[src/rtl/packet_storer_pkg.sv]
// packet_storer_pkg
//   Shared definitions for the packet store/load paths: packet geometry,
//   FSM state encodings and the packet-to-word extraction helper.
//   Word 0 is the most significant 32 bits of the packet.
package packet_storer_pkg;

    localparam int PACKET_WIDTH    = 160;
    localparam int WORD_BITS       = 32;
    localparam int WORD_SIZE_BYTES = WORD_BITS / 8;

    typedef enum logic [1:0] {
        S_RECEIVE  = 2'd0,
        S_MEM_SEND = 2'd1,
        S_MEM_ACK  = 2'd2,
        S_DONE     = 2'd3
    } state_e;

    // Word idx of a default-width packet, MSB word first.
    function automatic logic [WORD_BITS-1:0] packet_word(
        input logic [PACKET_WIDTH-1:0] packet,
        input logic [2:0]              idx
    );
        logic [PACKET_WIDTH-1:0] shifted;
        shifted = packet << (WORD_BITS * int'(idx));
        return shifted[PACKET_WIDTH-1 -: WORD_BITS];
    endfunction

endpackage

[src/rtl/packet_storer.sv]
// packet_storer
//   Writes one packet to memory as WORD_COUNT consecutive 32-bit words
//   (MSB word first, address OPADDR + addr + 4*i) and returns a done token
//   echoing the request address.
//
//   Build option: PACKET_STORER_WRITE_ACK_EN
//     defined   - each write waits for MEM_RECEIVE_VALID before the next word.
//     undefined - writes are fire-and-forget; MEM_RECEIVE_* is ignored.
//
//   Ports
//     CLK, RST_N                         clock, async active-low reset
//     OPADDR                             packet region base (stable while busy)
//     RECEIVE_SR_VALID/READY/ADDR/PACKET store request
//     MEM_SEND_ADDR_VALID/DATA_VALID     write request valid (always equal)
//     MEM_SEND_ADDR/DATA, MEM_SEND_READY write request payload / accept
//     MEM_RECEIVE_VALID/DATA/READY       write acknowledge (data unused)
//     SEND_DONE_VALID/READY/ADDR         completion token
//
//   state      | meaning
//   S_RECEIVE  | idle, offering RECEIVE_SR_READY
//   S_MEM_SEND | presenting word idx to the memory controller
//   S_MEM_ACK  | waiting for the write acknowledge of word idx
//   S_DONE     | presenting the done token
module packet_storer #(
    parameter int PACKET_WIDTH = packet_storer_pkg::PACKET_WIDTH
) (
    input  logic                    CLK,
    input  logic                    RST_N,
    input  logic [31:0]             OPADDR,
    input  logic                    RECEIVE_SR_VALID,
    output logic                    RECEIVE_SR_READY,
    input  logic [31:0]             RECEIVE_SR_ADDR,
    input  logic [PACKET_WIDTH-1:0] RECEIVE_SR_PACKET,
    output logic                    MEM_SEND_ADDR_VALID,
    output logic                    MEM_SEND_DATA_VALID,
    output logic [31:0]             MEM_SEND_ADDR,
    output logic [31:0]             MEM_SEND_DATA,
    input  logic                    MEM_SEND_READY,
    input  logic                    MEM_RECEIVE_VALID,
    input  logic [31:0]             MEM_RECEIVE_DATA,
    output logic                    MEM_RECEIVE_READY,
    output logic                    SEND_DONE_VALID,
    input  logic                    SEND_DONE_READY,
    output logic [31:0]             SEND_DONE_ADDR
);
    import packet_storer_pkg::*;

    localparam int WORD_COUNT = PACKET_WIDTH / WORD_BITS;

    state_e                  state_q, state_d;
    logic [2:0]              idx_q, idx_d;
    logic [31:0]             addr_q, addr_d;
    logic [PACKET_WIDTH-1:0] packet_q, packet_d;
    logic                    sr_ready_q, sr_ready_d;
    logic                    mem_valid_q, mem_valid_d;
    logic                    done_valid_q, done_valid_d;

    logic                    sr_hs, mem_hs, done_hs, last_word;
    logic [PACKET_WIDTH-1:0] packet_shifted;

    // Acknowledge data carries nothing for a write.
    logic unused_mem_rx;
    assign unused_mem_rx = ^{MEM_RECEIVE_VALID, MEM_RECEIVE_DATA};

    assign sr_hs     = sr_ready_q & RECEIVE_SR_VALID;
    assign mem_hs    = mem_valid_q & MEM_SEND_READY;
    assign done_hs   = done_valid_q & SEND_DONE_READY;
    assign last_word = (idx_q == 3'(WORD_COUNT - 1));

    always_comb begin
        state_d      = state_q;
        idx_d        = idx_q;
        addr_d       = addr_q;
        packet_d     = packet_q;
        sr_ready_d   = 1'b0;
        mem_valid_d  = 1'b0;
        done_valid_d = 1'b0;
        // Each registered valid/ready is derived from the current state, so it
        // rises one cycle after entry and drops on the handshake edge.
        case (state_q)
            S_RECEIVE: begin
                sr_ready_d = ~sr_hs;
                if (sr_hs) begin
                    addr_d   = RECEIVE_SR_ADDR;
                    packet_d = RECEIVE_SR_PACKET;
                    idx_d    = 3'd0;
                    state_d  = S_MEM_SEND;
                end
            end
            S_MEM_SEND: begin
                mem_valid_d = ~mem_hs;
                if (mem_hs) begin
`ifdef PACKET_STORER_WRITE_ACK_EN
                    state_d = S_MEM_ACK;
`else
                    if (last_word) state_d = S_DONE;
                    else           idx_d   = idx_q + 3'd1;
`endif
                end
            end
`ifdef PACKET_STORER_WRITE_ACK_EN
            S_MEM_ACK: begin
                if (MEM_RECEIVE_VALID) begin
                    if (last_word) begin
                        state_d = S_DONE;
                    end else begin
                        idx_d   = idx_q + 3'd1;
                        state_d = S_MEM_SEND;
                    end
                end
            end
`endif
            S_DONE: begin
                done_valid_d = ~done_hs;
                if (done_hs) state_d = S_RECEIVE;
            end
            default: state_d = S_RECEIVE;
        endcase
    end

    always_ff @(posedge CLK or negedge RST_N) begin
        if (!RST_N) begin
            state_q      <= S_RECEIVE;
            idx_q        <= 3'd0;
            addr_q       <= '0;
            packet_q     <= '0;
            sr_ready_q   <= 1'b0;
            mem_valid_q  <= 1'b0;
            done_valid_q <= 1'b0;
        end else begin
            state_q      <= state_d;
            idx_q        <= idx_d;
            addr_q       <= addr_d;
            packet_q     <= packet_d;
            sr_ready_q   <= sr_ready_d;
            mem_valid_q  <= mem_valid_d;
            done_valid_q <= done_valid_d;
        end
    end

    // Address and data follow idx_q, so both stay stable through a stall.
    assign packet_shifted = packet_q << (WORD_BITS * int'(idx_q));

    assign RECEIVE_SR_READY    = sr_ready_q;
    assign MEM_SEND_ADDR_VALID = mem_valid_q;
    assign MEM_SEND_DATA_VALID = mem_valid_q;
    assign MEM_SEND_ADDR       = OPADDR + addr_q + (32'(WORD_SIZE_BYTES) * {29'd0, idx_q});
    assign MEM_SEND_DATA       = packet_shifted[PACKET_WIDTH-1 -: WORD_BITS];
    assign MEM_RECEIVE_READY   = 1'b1;
    assign SEND_DONE_VALID     = done_valid_q;
    assign SEND_DONE_ADDR      = addr_q;

endmodule

[config.mk]
export PLATFORM = sky130hd
export DESIGN_NAME = packet_storer
export DESIGN_NICKNAME = d
export VERILOG_FILES = /design/src/rtl/packet_storer_pkg.sv /design/src/rtl/packet_storer.sv
export SDC_FILE = /design/constraint.sdc
export NUM_CORES = 1
export LEC_CHECK = 0
export ABC_AREA = 1
export BUFFER_PORTS_ARGS = -buffer_cell sky130_fd_sc_hd__buf_2
export CAP_MARGIN = 5
export CORE_MARGIN = 4
export CORE_UTILIZATION = 40
export DETAILED_ROUTE_END_ITERATION = 8
export GPL_TIMING_DRIVEN = 0
export PLACE_DENSITY = 0.65
export SLEW_MARGIN = 20
export SYNTH_ARGS = -nofsm -noshare
export SYNTH_HDL_FRONTEND = slang
export SYNTH_SLANG_ARGS = --single-unit
export TNS_END_PERCENT = 100
[constraint.sdc]
create_clock -name CLK -period 2.74 [get_ports CLK]
set_clock_uncertainty 0.05 [all_clocks]
set_input_delay 0.274 -clock CLK [delete_from_list [all_inputs] [get_ports CLK]]
set_output_delay 0.274 -clock CLK [all_outputs]
set_load 0.01 [all_outputs]
; ---- After elaboration in Yosys (flattened, before gate mapping)
; Index checks and enable logic that the tools add are counted.
[totals]
reg_bits = 200
latchBits = 0
ram_bits = 0
mem_bits_ro = 0
in_bits = 262
output_inout_bits = 101
wordCells = 42
memories = 0
[op_classes]
n_addsub = 3
n_mul = 0
div = 0
n_lt_le_gt_ge = 0
n_eq_ne = 8
shifts = 1
n_mux = 12
n_bitwise = 6
reduce_logical = 5
[ops]
columns = op, n
row1 = << shifter 160 x 8 -> 160 bit, 1
row2 = adder 32 bit, 1
row3 = adder 32 x 5 -> 32 bit, 1
row4 = "!= test 2 bit, second input constant", 5
row5 = two-way mux 3 bit, 3
row6 = two-way mux 2 bit, 4
row7 = AND reduction 4 bit, 2
row8 = one-hot mux 2 bit (3 select lines), 1
row9 = one-hot mux 3 bit (2 select lines), 1
row10 = "adder 3 x 1 -> 3 bit, second input constant", 1
row11 = AND 1 bit, 3
row12 = "equality test 3 bit, second input constant", 1
row13 = two-way mux 1 bit, 3
row14 = inverter 1 bit, 3
row15 = "equality test 2 x 1 -> 1 bit, second input constant", 1
row16 = "equality test 2 bit, second input constant", 1
row17 = logical NOT 2 bit, 1
row18 = AND reduction 2 bit, 1
row19 = nonzero test 2 bit, 1

; ---- Logic depth before layout (Yosys ltp)
; Gate-level depths: netlist of run 1.
[logic_depth]
ltp_word = 4
mapped_depth = 13
depth_no_buf = 13

; ---- Worst setup path after synthesis of run 1
; No wires, ideal clock.
[synth_timing]
path_type = register to output
startpoint = register addr_q[2], in the netlist SEND_DONE_ADDR[2]
endpoint = output port MEM_SEND_ADDR[17]
t_arrival_ns = 2.245
t_required_ns = 2.416
slack_ns = 0.171
path_stages_with_launch = 12
path_buffers = 0
path_cell_list = dfrtp_1 fa_1 inv_1 fa_1 inv_1 nand3_1 nand3_1 nand2_1 nand2_1 nand3_1 nand2_1 xor2_1
[synth_between]
elab_chain_cells = 2
[synth_rtl]
columns = element, line
row1 = "start, declared", packet_storer.sv:52  ; logic [31:0] addr_q, addr_d;
row2 = "start signal, assigned", packet_storer.sv:133  ; addr_q <= addr_d;
row3 = adder 32 bit, packet_storer.sv:147  ; assign MEM_SEND_ADDR = OPADDR + addr_q + (32'(WORD_SIZE_BYTES) * {29'd0, idx_q});
row4 = adder 32 x 5 -> 32 bit, packet_storer.sv:147
row5 = "end, declared", packet_storer.sv:36  ; output logic [31:0] MEM_SEND_ADDR,
; Every way passes these cells.

; ---- Worst setup path in the final report of run 1
[layout_timing]
startpoint = register addr_q[2], in the netlist SEND_DONE_ADDR[2]
endpoint = output port MEM_SEND_ADDR[13]
; Same word-level chain as after synthesis.

==> results of run 1 <==
worst max-delay path, cell delays in order (launching register included):
cell	delay [ns]
dfrtp_1	0.41
fa_1	0.56
inv_2	0.05
fa_2	0.40
inv_2	0.08
nand3_2	0.08
nand3_4	0.09
nand3_2	0.09
nand3_4	0.14
xor2_1	0.25
buf_2	0.18
stage by stage:
step	worst slack [ns]	power, mW	setup TNS, ns	cells
finish	-0.3571	18.81	-6.310	2517
global route	-0.4273	20.24	-8.980	2517
CTS	-0.2899	17.87	-4.802	2501
detailed placement	-0.2565	14.26	-1.738	2320
global placement	-2.178	14.07	-433.34	2318
floorplan	0.1706	10.68	0	1612
synth_stat cells:
cell type    n
buf_2       30
fa_1         4
a31oi_1      2
o21ai_1      6
nand2_2      1
buf_4       12
nand3_2      1
clkbuf_1    21
xor2_1      14
nand2_1    739
a21oi_1     52
nor3_1       4
ha_1        60
dfrtp_1    200
clkinv_1     1
o21ai_0    123
o21bai_1     2
inv_1      177
nor3b_1      1
buf_1        1
nand3_1     92
a211oi_1     1
xnor2_1      3
inv_2        1
conb_1       1
a21o_1       1
buf_6        7
nand4_1      5
nor3_2       1
nor2_1      49
worst paths after layout:
kind                                          startpoint                              to  depth (start not counted)
hold / removal                       RECEIVE_SR_ADDR[19]  SEND_DONE_ADDR[19]$_DFFE_PN0P_                          3
setup reg to reg                    idx_q[1]$_DFFE_PN0P_            idx_q[2]$_DFFE_PN0P_                         11
setup / recovery           SEND_DONE_ADDR[2]$_DFFE_PN0P_               MEM_SEND_ADDR[13]                         10
min in group asynchronous                          RST_N  SEND_DONE_ADDR[27]$_DFFE_PN0P_                          2
max in group asynchronous                          RST_N            idx_q[0]$_DFFE_PN0P_                          4
hold reg to reg                SEND_DONE_VALID$_DFF_PN0_       SEND_DONE_VALID$_DFF_PN0_                          1
report_power, final:
part	leakage [nW]	switching [mW]	internal, mW
logic	6.38	6.57	4.37
clock network	0.306	1.47	1.29
registers	2.48	0.785	4.33
total	9.17	8.82	9.99
routing by layer:
metal	wire, µm	track usage
met1	18050	0.3321
met2	20510	0.4468
met3	2259	0.03707
met4	1181	0.08733
met5	0	0
cells by family after synthesis:
logic type,after synthesis,share of synthesized area
AOI/OAI and AO/OA,187,0.08237
xor gates and xnor gates,17,0.01293
adders and majority gates,64,0.07216
buffers and inverters,250,0.09324
DFF,200,0.4347
other,1,0.0003257
and+or+nand+nor,893,0.3043
state kept, by name (all words and copies together) (netlist names):
register	count
SEND_DONE_ADDR	32
MEM_SEND_ADDR_VALID	1
state_q	2
SEND_DONE_VALID	1
packet_q	160
idx_q	3
RECEIVE_SR_READY	1
layout make-up:
| class | count | area, µm² |
|---|---|---|
| timing repair buffer | 491 | 3338 |
| tap | 378 | 473.0 |
| fill | 2631 | 11600 |
| clock buffer | 17 | 425.4 |
| antenna | 4 | 10.01 |
| inverter | 179 | 671.9 |
| buffer | 71 | 411.6 |
| clock inverter | 15 | 210.2 |
| multi-input combinational | 1162 | 5936 |
| sequential | 200 | 5010 |
timing repair:
item / in CTS / in global routing
pin swaps: 23 / 35
gates resized for setup: 69 / 79
setup buffers: 16 / 14
hold buffers: 133 / 1
endpoints found under the hold margin: 229 / 1
cloned: 0 / 0
endpoints found under the setup margin: 27 / 37
==> flow_metrics.py, run 1 <==
metrics = {
    "timing": {
        "hold_viol": 0,
        "whs_ns": 0.005879,
        "drv_slew": 0,
        "maxSlewHeadroom": 0.5596,
        "grt_setup_unrepaired": "yes",
        "period_minus_slack_ns": 3.097,
        "fin_ws_ns": -0.3571,
        "min_period_over_period": 1.130,
        "worstMarginPinSlew_ns": 0.6606,
        "fmax_mhz": 322.9,
        "setup_violations": 29,
    },
    "global_route": {
        "grt_max_degree": 98,
        "grt.overflow.total": 0,
        "antenna_found_initial": 4,
        "grt_pass1_vias": 12060,
        "grtUsageTotal": 0.2582,
        "grt_pass1_wl_um": 63370,
    },
    "floorplanning": {
        "start_util": 0.4099,
        "die_height_um": 177.7,
        "die_w_um": 177.7,
        "row_count": 61,
        "ioPinCount": 363,
        "core_mm2": 0.02809,
        "die-area_mm2": 0.03156,
    },
    "power": {
        "peakVddDrop_mv": 0.4559,
        "p_per_area_mw_per_mm2": 1141,
        "p_leak_nw": 9.168,
    },
    "drt": {
        "vias": 12140,
        "ant_nets": 0,
        "drc": 0,
        "drt-total-wl_um": 42010,
        "drtPass1Iterations": 5,
        "drt-wirelength-per-cell_um": 16.69,
        "first_iter_violations": 894,
        "vias_per_cell": 4.822,
    },
    "setup_path": {
        "cp_max_fo": 3,
        "arrival_ns": 2.77,
        "cp-end-kind": "primary output",
        "r2r_slack_ns": 0.58,
        "start_kind": "flop",
        "crit_required_ns": 2.42,
        "crit_type": "reg -> out",
    },
    "finish": {
        "finalInstanceArea_mm2": 0.01649,
        "drive_above_1_share": 0.2567,
        "mostFrequentLayoutCell": "nand2_1",
        "utilization": 0.5870,
        "layout_common_cells": "691 x nand2_1, 346 x buf_2, 196 x dfrtp_1",
        "fin_nets": 2448,
        "area_delta_synth_final_pct": 43.19,
    },
    "cts": {
        "root_buffer": "clkbuf_16",
        "cts_tree": "done",
        "cts_buffers": 17,
        "cts.sinks": 200,
        "path_clk_slew_ns": 0.09,
        "cts_buffer_depth": 2,
        "insertion_delay_ns": 0.44,
        "ctsHtreeMaxLevel": 4,
    },
    "worst_hold_path": {
        "hp-class": "in -> reg",
    },
    "placement": {
        "io_buffers": 328,
        "place.gp.congestion": 0.8925,
        "hpwl_um": 31570,
        "placed_cell_area_mm2": 0.01369,
    },
    "synthesis": {
        "synth.area.top_cells": "dfrtp_1 43%, nand2_1 24%, ha_1 6.5%",
        "syn-cell-area_mm2": 0.01151,
        "yosys.area.top_type": "dfrtp_1",
        "synth_top_area_share": 0.4347,
        "seq_area_frac_synth": 0.4347,
        "syn-mean-instance-area_um2": 7.142,
        "syn_nets": 1938,
        "yosysUniqueCellTypes": 30,
        "synth_cells": 1612,
        "synth_warnings": 0,
        "synth_seq_cells": 200,
    },
    "flow_run": {
        "cap_violations": 0,
    },
    "run_status": {
        "violations": "setup timing",
        "status": "finished, violations left",
    },
}
Power figures use the tool's default switching activity.
==> run 2: changes to the inputs <==
- CORE_ASPECT_RATIO: default -> 1.75
- CTS_CLUSTER_DIAMETER: default -> 80
==> run 2 against run 1 <==
Effect of this change:
- the flow still finishes with violations (setup timing)
- via count is 2.0% higher
- clock power is 11% lower
- combinational power hardly changed
- register-to-register slack worse by 0.02 ns
- wire length is 2.8% higher
- sequential share of layout area is 0.14 points lower
- sequential power hardly changed
- setup slack worse by 0.044 ns
- global-route usage is 1.5 points higher
==> flow_metrics.py, run 2 (same netlist as run 1, synthesis figures left out) <==
metrics = {
    "run_status": {
        "status": "finished, violations left",
        "violations": "setup timing",
    },
    "power": {
        "p_per_area_mw_per_mm2": 1097,
        "total_power_mw": 18.17,
        "peakVddDrop_mv": 0.6391,
        "p_leak_nw": 9.220,
    },
    "finish": {
        "area_delta_synth_final_pct": 43.81,
        "mostFrequentLayoutCell": "nand2_1",
        "nFillCells": 2625,
        "seq_area_mm2": 0.005009,
        "multi_input_area_mm2": 0.005877,
        "fin_nets": 2473,
        "final_cells": 2535,
        "finalInstanceArea_mm2": 0.01656,
        "regMostFlops": "packet_q",
        "drive_above_1_share": 0.2390,
        "layout_common_cells": "701 x nand2_1, 348 x buf_2, 197 x dfrtp_1",
        "utilization": 0.5877,
        "largest_register_ffs": 160,
    },
    "timing": {
        "fin_ws_ns": -0.4009,
        "whs_ns": 0.01368,
        "tns_ns": -6.686,
        "period_minus_slack_ns": 3.141,
        "worstMarginPinSlew_ns": 0.7474,
        "min_period_over_period": 1.146,
        "hold_viol": 0,
        "drv_slew": 0,
        "setup_violations": 28,
        "grt_setup_unrepaired": "yes",
        "maxSlewHeadroom": 0.5018,
        "fmax_mhz": 318.4,
    },
    "floorplanning": {
        "row_count": 81,
        "core_mm2": 0.02817,
        "start_util": 0.4087,
        "die_w_um": 136.3,
        "die_height_um": 232.4,
        "die-area_mm2": 0.03167,
        "ioPinCount": 363,
    },
    "cts": {
        "ctsHtreeMaxLevel": 4,
        "cts_tree": "done",
        "root_buffer": "clkbuf_16",
        "cts_buffers": 17,
        "insertion_delay_ns": 0.45,
        "cts_buffer_depth": 2,
        "cts.sinks": 200,
        "path_clk_slew_ns": 0.07,
    },
    "global_route": {
        "antenna_found_initial": 3,
        "grt_max_degree": 82,
        "grt_pass1_wl_um": 66120,
        "grt_pass1_vias": 13160,
        "grtUsageTotal": 0.2737,
        "grt.overflow.total": 0,
    },
    "setup_path": {
        "crit_type": "reg -> out",
        "reg2reg_from": "idx_q[1]$_DFFE_PN0P_",
        "arrival_ns": 2.82,
        "crit_required_ns": 2.42,
        "cp-end-kind": "primary output",
        "r2r_cells": 11,
        "start_kind": "flop",
        "r2r_end": "idx_q[2]$_DFFE_PN0P_",
        "r2r_slack_ns": 0.56,
        "cp_max_fo": 3,
        "critPathLaunch": "SEND_DONE_ADDR[2]$_DFFE_PN0P_",
    },
    "drt": {
        "first_iter_violations": 615,
        "drc": 0,
        "drtPass1Iterations": 7,
        "ant_nets": 0,
        "vias_per_cell": 4.884,
        "drt-total-wl_um": 43170,
        "drt-wirelength-per-cell_um": 17.03,
        "vias": 12380,
    },
    "placement": {
        "io_buffers": 328,
        "hpwl_um": 32850,
        "placed_cell_area_mm2": 0.01369,
        "post-place-ws_ns": -0.3816,
        "placed_cells": 2315,
        "place.gp.congestion": 0.8781,
    },
    "worst_hold_path": {
        "min_from": "RECEIVE_SR_PACKET[9]",
        "holdPathEnd": "packet_q[9]$_DFFE_PN0P_",
        "hp-class": "in -> reg",
        "holdPathStages": 3,
    },
    "flow_run": {
        "cap_violations": 0,
    },
}
run 2: power by group:
group          internal (mW)  leakage (nW)  total, mW  switching, mW
Combinational           4.19          6.47       10.6           6.43
Sequential              4.33          2.48       5.10          0.762
Clock                   1.29         0.268       2.45           1.17
Total                   9.81          9.22       18.2           8.36
run 2: how the worst max path moves through the flow:
stage / to / slack [ns] / depth (start not counted)
2_1_floorplan: MEM_SEND_ADDR[17] / 0.17 / 11
3_3_place_gp: SEND_DONE_ADDR[20]$_DFFE_PN0P_ / -2.13 / 1
3_5_place_dp: MEM_SEND_ADDR[29] / -0.38 / 13
4_1_cts: MEM_SEND_ADDR[17] / -0.35 / 12
5_1_grt: MEM_SEND_ADDR[29] / -0.51 / 13
6_report: MEM_SEND_ADDR[29] / -0.40 / 13
run 2: what timing repair did:
action | in CTS | in global routing
buffers inserted | 16 | 6
hold buffers | 164 | 0
pin swaps | 16 | 18
endpoints found under the setup margin | 29 | 35
resized for setup | 72 | 42
hold endpoints to repair | 217 | 0
run 2: cell type report:
class / instances / area share
clock buffer: 22 / 0.02743
buffer: 71 / 0.02464
sequential: 200 / 0.3025
inverter: 179 / 0.04073
antenna: 3 / 0.0004534
tap: 373 / 0.02819
timing repair buffer: 516 / 0.2155
multi-input combinational: 1162 / 0.3549
clock inverter: 9 / 0.005592
run 2: critical path: stages, from the launching register on:
cell and delay [ns]:
dfrtp_1 0.40, fa_1 0.59, inv_2 0.06, fa_2 0.42
inv_4 0.10, nand3_4 0.08, nand3_4 0.09, nand3_2 0.09
nand3_4 0.12, nand2_2 0.08, nand2_1 0.07, nand2_1 0.04
nand2_1 0.08, buf_2 0.14
run 2: routing by layer:
layer  routed length (µm)  share of wire  global-route usage
met5                    0              0                   0
met4                 2688          0.062              0.1781
met3                 2102          0.049             0.03375
met2                24150           0.56              0.5312
met1                14220           0.33              0.2624
==> run 3: changes to the inputs <==
- BUFFER_PORTS_ARGS: -buffer_cell sky130_fd_sc_hd__buf_2 -> default
- DONT_BUFFER_PORTS: default -> 1
- PLACE_DENSITY: 0.65 -> default
==> run 3 against run 2 <==
Effect of this change:
- the run ends with hold timing, setup timing left
- non-clock buffer count is 307 lower
- via count fell by 9.0%
- combinational power is 7% lower
- sequential share of layout area is 2.2 points higher
- cell count fell by 12%
- wire length shrank 3.2%
- fmax grew 4.6%
- final area shrank 6.5%
- critical path depth down 2
- total power decreased by 2.5%
- critical path type unchanged
==> flow_metrics.py, run 3 (same netlist as run 1, synthesis figures left out) <==
metrics = {
    "timing": {
        "period_minus_slack_ns": 3.003,
        "drv_slew": 0,
        "setup_violations": 25,
        "fin_ws_ns": -0.2633,
        "tns_ns": -4.479,
        "worstMarginPinSlew_ns": 0.8117,
        "min_period_over_period": 1.096,
        "grt_setup_unrepaired": "yes",
        "maxSlewHeadroom": 0.4588,
        "whs_ns": -0.5393,
        "fmax_mhz": 333.0,
        "hold_viol": 200,
    },
    "placement": {
        "place.gp.congestion": 0.8797,
        "hpwl_um": 31500,
        "io_buffers": 0,
        "placed_cells": 1985,
    },
    "power": {
        "power_switching_mw": 8.442,
        "peakVddDrop_mv": 0.5960,
        "p_seq_frac": 0.298,
        "internal_power_mw": 9.274,
        "p_clk_frac": 0.145,
        "p_per_area_mw_per_mm2": 1144,
        "sw_frac_of_total": 0.4765,
        "p_comb_frac": 0.556,
        "p_leak_nw": 7.976,
        "total_power_mw": 17.72,
    },
    "floorplanning": {
        "die_height_um": 232.4,
        "start_util": 0.4087,
        "ioPinCount": 363,
        "core_mm2": 0.02817,
        "die-area_mm2": 0.03167,
        "die_w_um": 136.3,
        "row_count": 81,
    },
    "global_route": {
        "grt.overflow.total": 0,
        "grt_pass1_vias": 11780,
        "grtUsageTotal": 0.2600,
        "grt_pass1_wl_um": 62990,
        "grt_max_degree": 201,
        "antenna_found_initial": 4,
    },
    "finish": {
        "drive_above_1_share": 0.1301,
        "utilization": 0.5497,
        "layout_common_cells": "684 x nand2_1, 194 x dlygate4sd3_1, 187 x dfrtp_1",
        "regMostFlops": "packet_q",
        "fin_nets": 2166,
        "largest_register_ffs": 160,
        "mostFrequentLayoutCell": "nand2_1",
        "area_delta_synth_final_pct": 34.51,
        "final_cells": 2233,
    },
    "drt": {
        "first_iter_violations": 595,
        "ant_nets": 0,
        "drt-total-wl_um": 41810,
        "drt-wirelength-per-cell_um": 18.72,
        "vias": 11260,
        "drtPass1Iterations": 7,
        "vias_per_cell": 5.043,
        "drc": 0,
    },
    "run_status": {
        "status": "finished, violations left",
        "violations": "hold timing, setup timing",
    },
    "cts": {
        "cts_buffer_depth": 2,
        "cts_hold_buf": 194,
        "cts.sinks": 200,
        "path_clk_slew_ns": 0.07,
        "cts_tree": "done",
        "insertion_delay_ns": 0.45,
        "root_buffer": "clkbuf_16",
        "ctsHtreeMaxLevel": 4,
        "cts_buffers": 17,
    },
    "setup_path": {
        "cp-end-kind": "primary output",
        "crit_required_ns": 2.42,
        "arrival_ns": 2.68,
        "r2r_cells": 11,
        "crit_type": "reg -> out",
        "cp_max_fo": 3,
        "start_kind": "flop",
    },
    "flow_run": {
        "cap_violations": 0,
    },
    "worst_hold_path": {
        "hp-class": "in -> async",
    },
}
-- run 3: area by class of cell --
class                   count  area (µm²)
diodes                      8       20.02
plain buffers              71       401.6
clock buffers              21       460.4
clock inverters            10       117.6
fillers                  2662       12690
inverters                 179       674.4
multi-input cells        1162        6240
flip-flops and latches    200        5021
well taps                 373       466.7
repair buffers            209        2086
-- run 3: metal layers --
metal	track usage	up-vias	share of wire
met3	0.04392	107	0.048
met2	0.4986	382	0.57
met4	0.1482	0	0.051
met1	0.2562	5319	0.33
li1	-	5454	-
met5	0	-	0
-- run 3: critical path, stage by stage (launching register included) --
cell	delay, ns
dfrtp_2	0.45
fa_1	0.55
inv_2	0.05
fa_2	0.39
inv_4	0.10
nand3_4	0.07
nand3_4	0.11
nand2_4	0.06
nand2_4	0.09
nand3_4	0.07
nand2_4	0.09
xor2_4	0.19
-- run 3: final timing paths --
| kind | start | to | slack, ns |
|---|---|---|---|
| max reg2reg | idx_q[0]$_DFFE_PN0P_ | idx_q[2]$_DFFE_PN0P_ | 0.49 |
| max in group asynchronous | RST_N | SEND_DONE_ADDR[21]$_DFFE_PN0P_ | 2.75 |
| min reg2reg | packet_q[123]$_DFFE_PN0P_ | packet_q[123]$_DFFE_PN0P_ | 0.42 |
| max | SEND_DONE_ADDR[2]$_DFFE_PN0P_ | MEM_SEND_ADDR[17] | -0.26 |
| min in group CLK | RECEIVE_SR_VALID | RECEIVE_SR_READY$_DFF_PN0_ | 0.03 |
| min | RST_N | packet_q[158]$_DFFE_PN0P_ | -0.54 |
-- run 3: timing repair --
item / in CTS / in global routing
endpoints found under the setup margin: 27 / 29
pin swaps: 18 / 31
hold endpoints to repair: 394 / 200
resized for setup: 87 / 107
setup buffers: 9 / 6
-- run 3: power groups by stage --
stage          combinational, mW  sequential, mW  clock (mW)
6_report                    9.85            5.29        2.58
2_1_floorplan               5.65            5.02           0
3_5_place_dp                7.71            5.30           0
3_3_place_gp                7.55            5.27           0
5_1_grt                     10.9            5.43        2.71
4_1_cts                     8.78            5.26        2.63
-- run 3: metrics by stage --
stage	worst slack [ns]	instance area, µm²
2_1_floorplan	0.1706	11510
3_3_place_gp	-0.2927	11980
3_5_place_dp	-0.3469	11980
4_1_cts	-0.3141	14950
5_1_grt	-0.3621	15480
6_report	-0.2633	15490
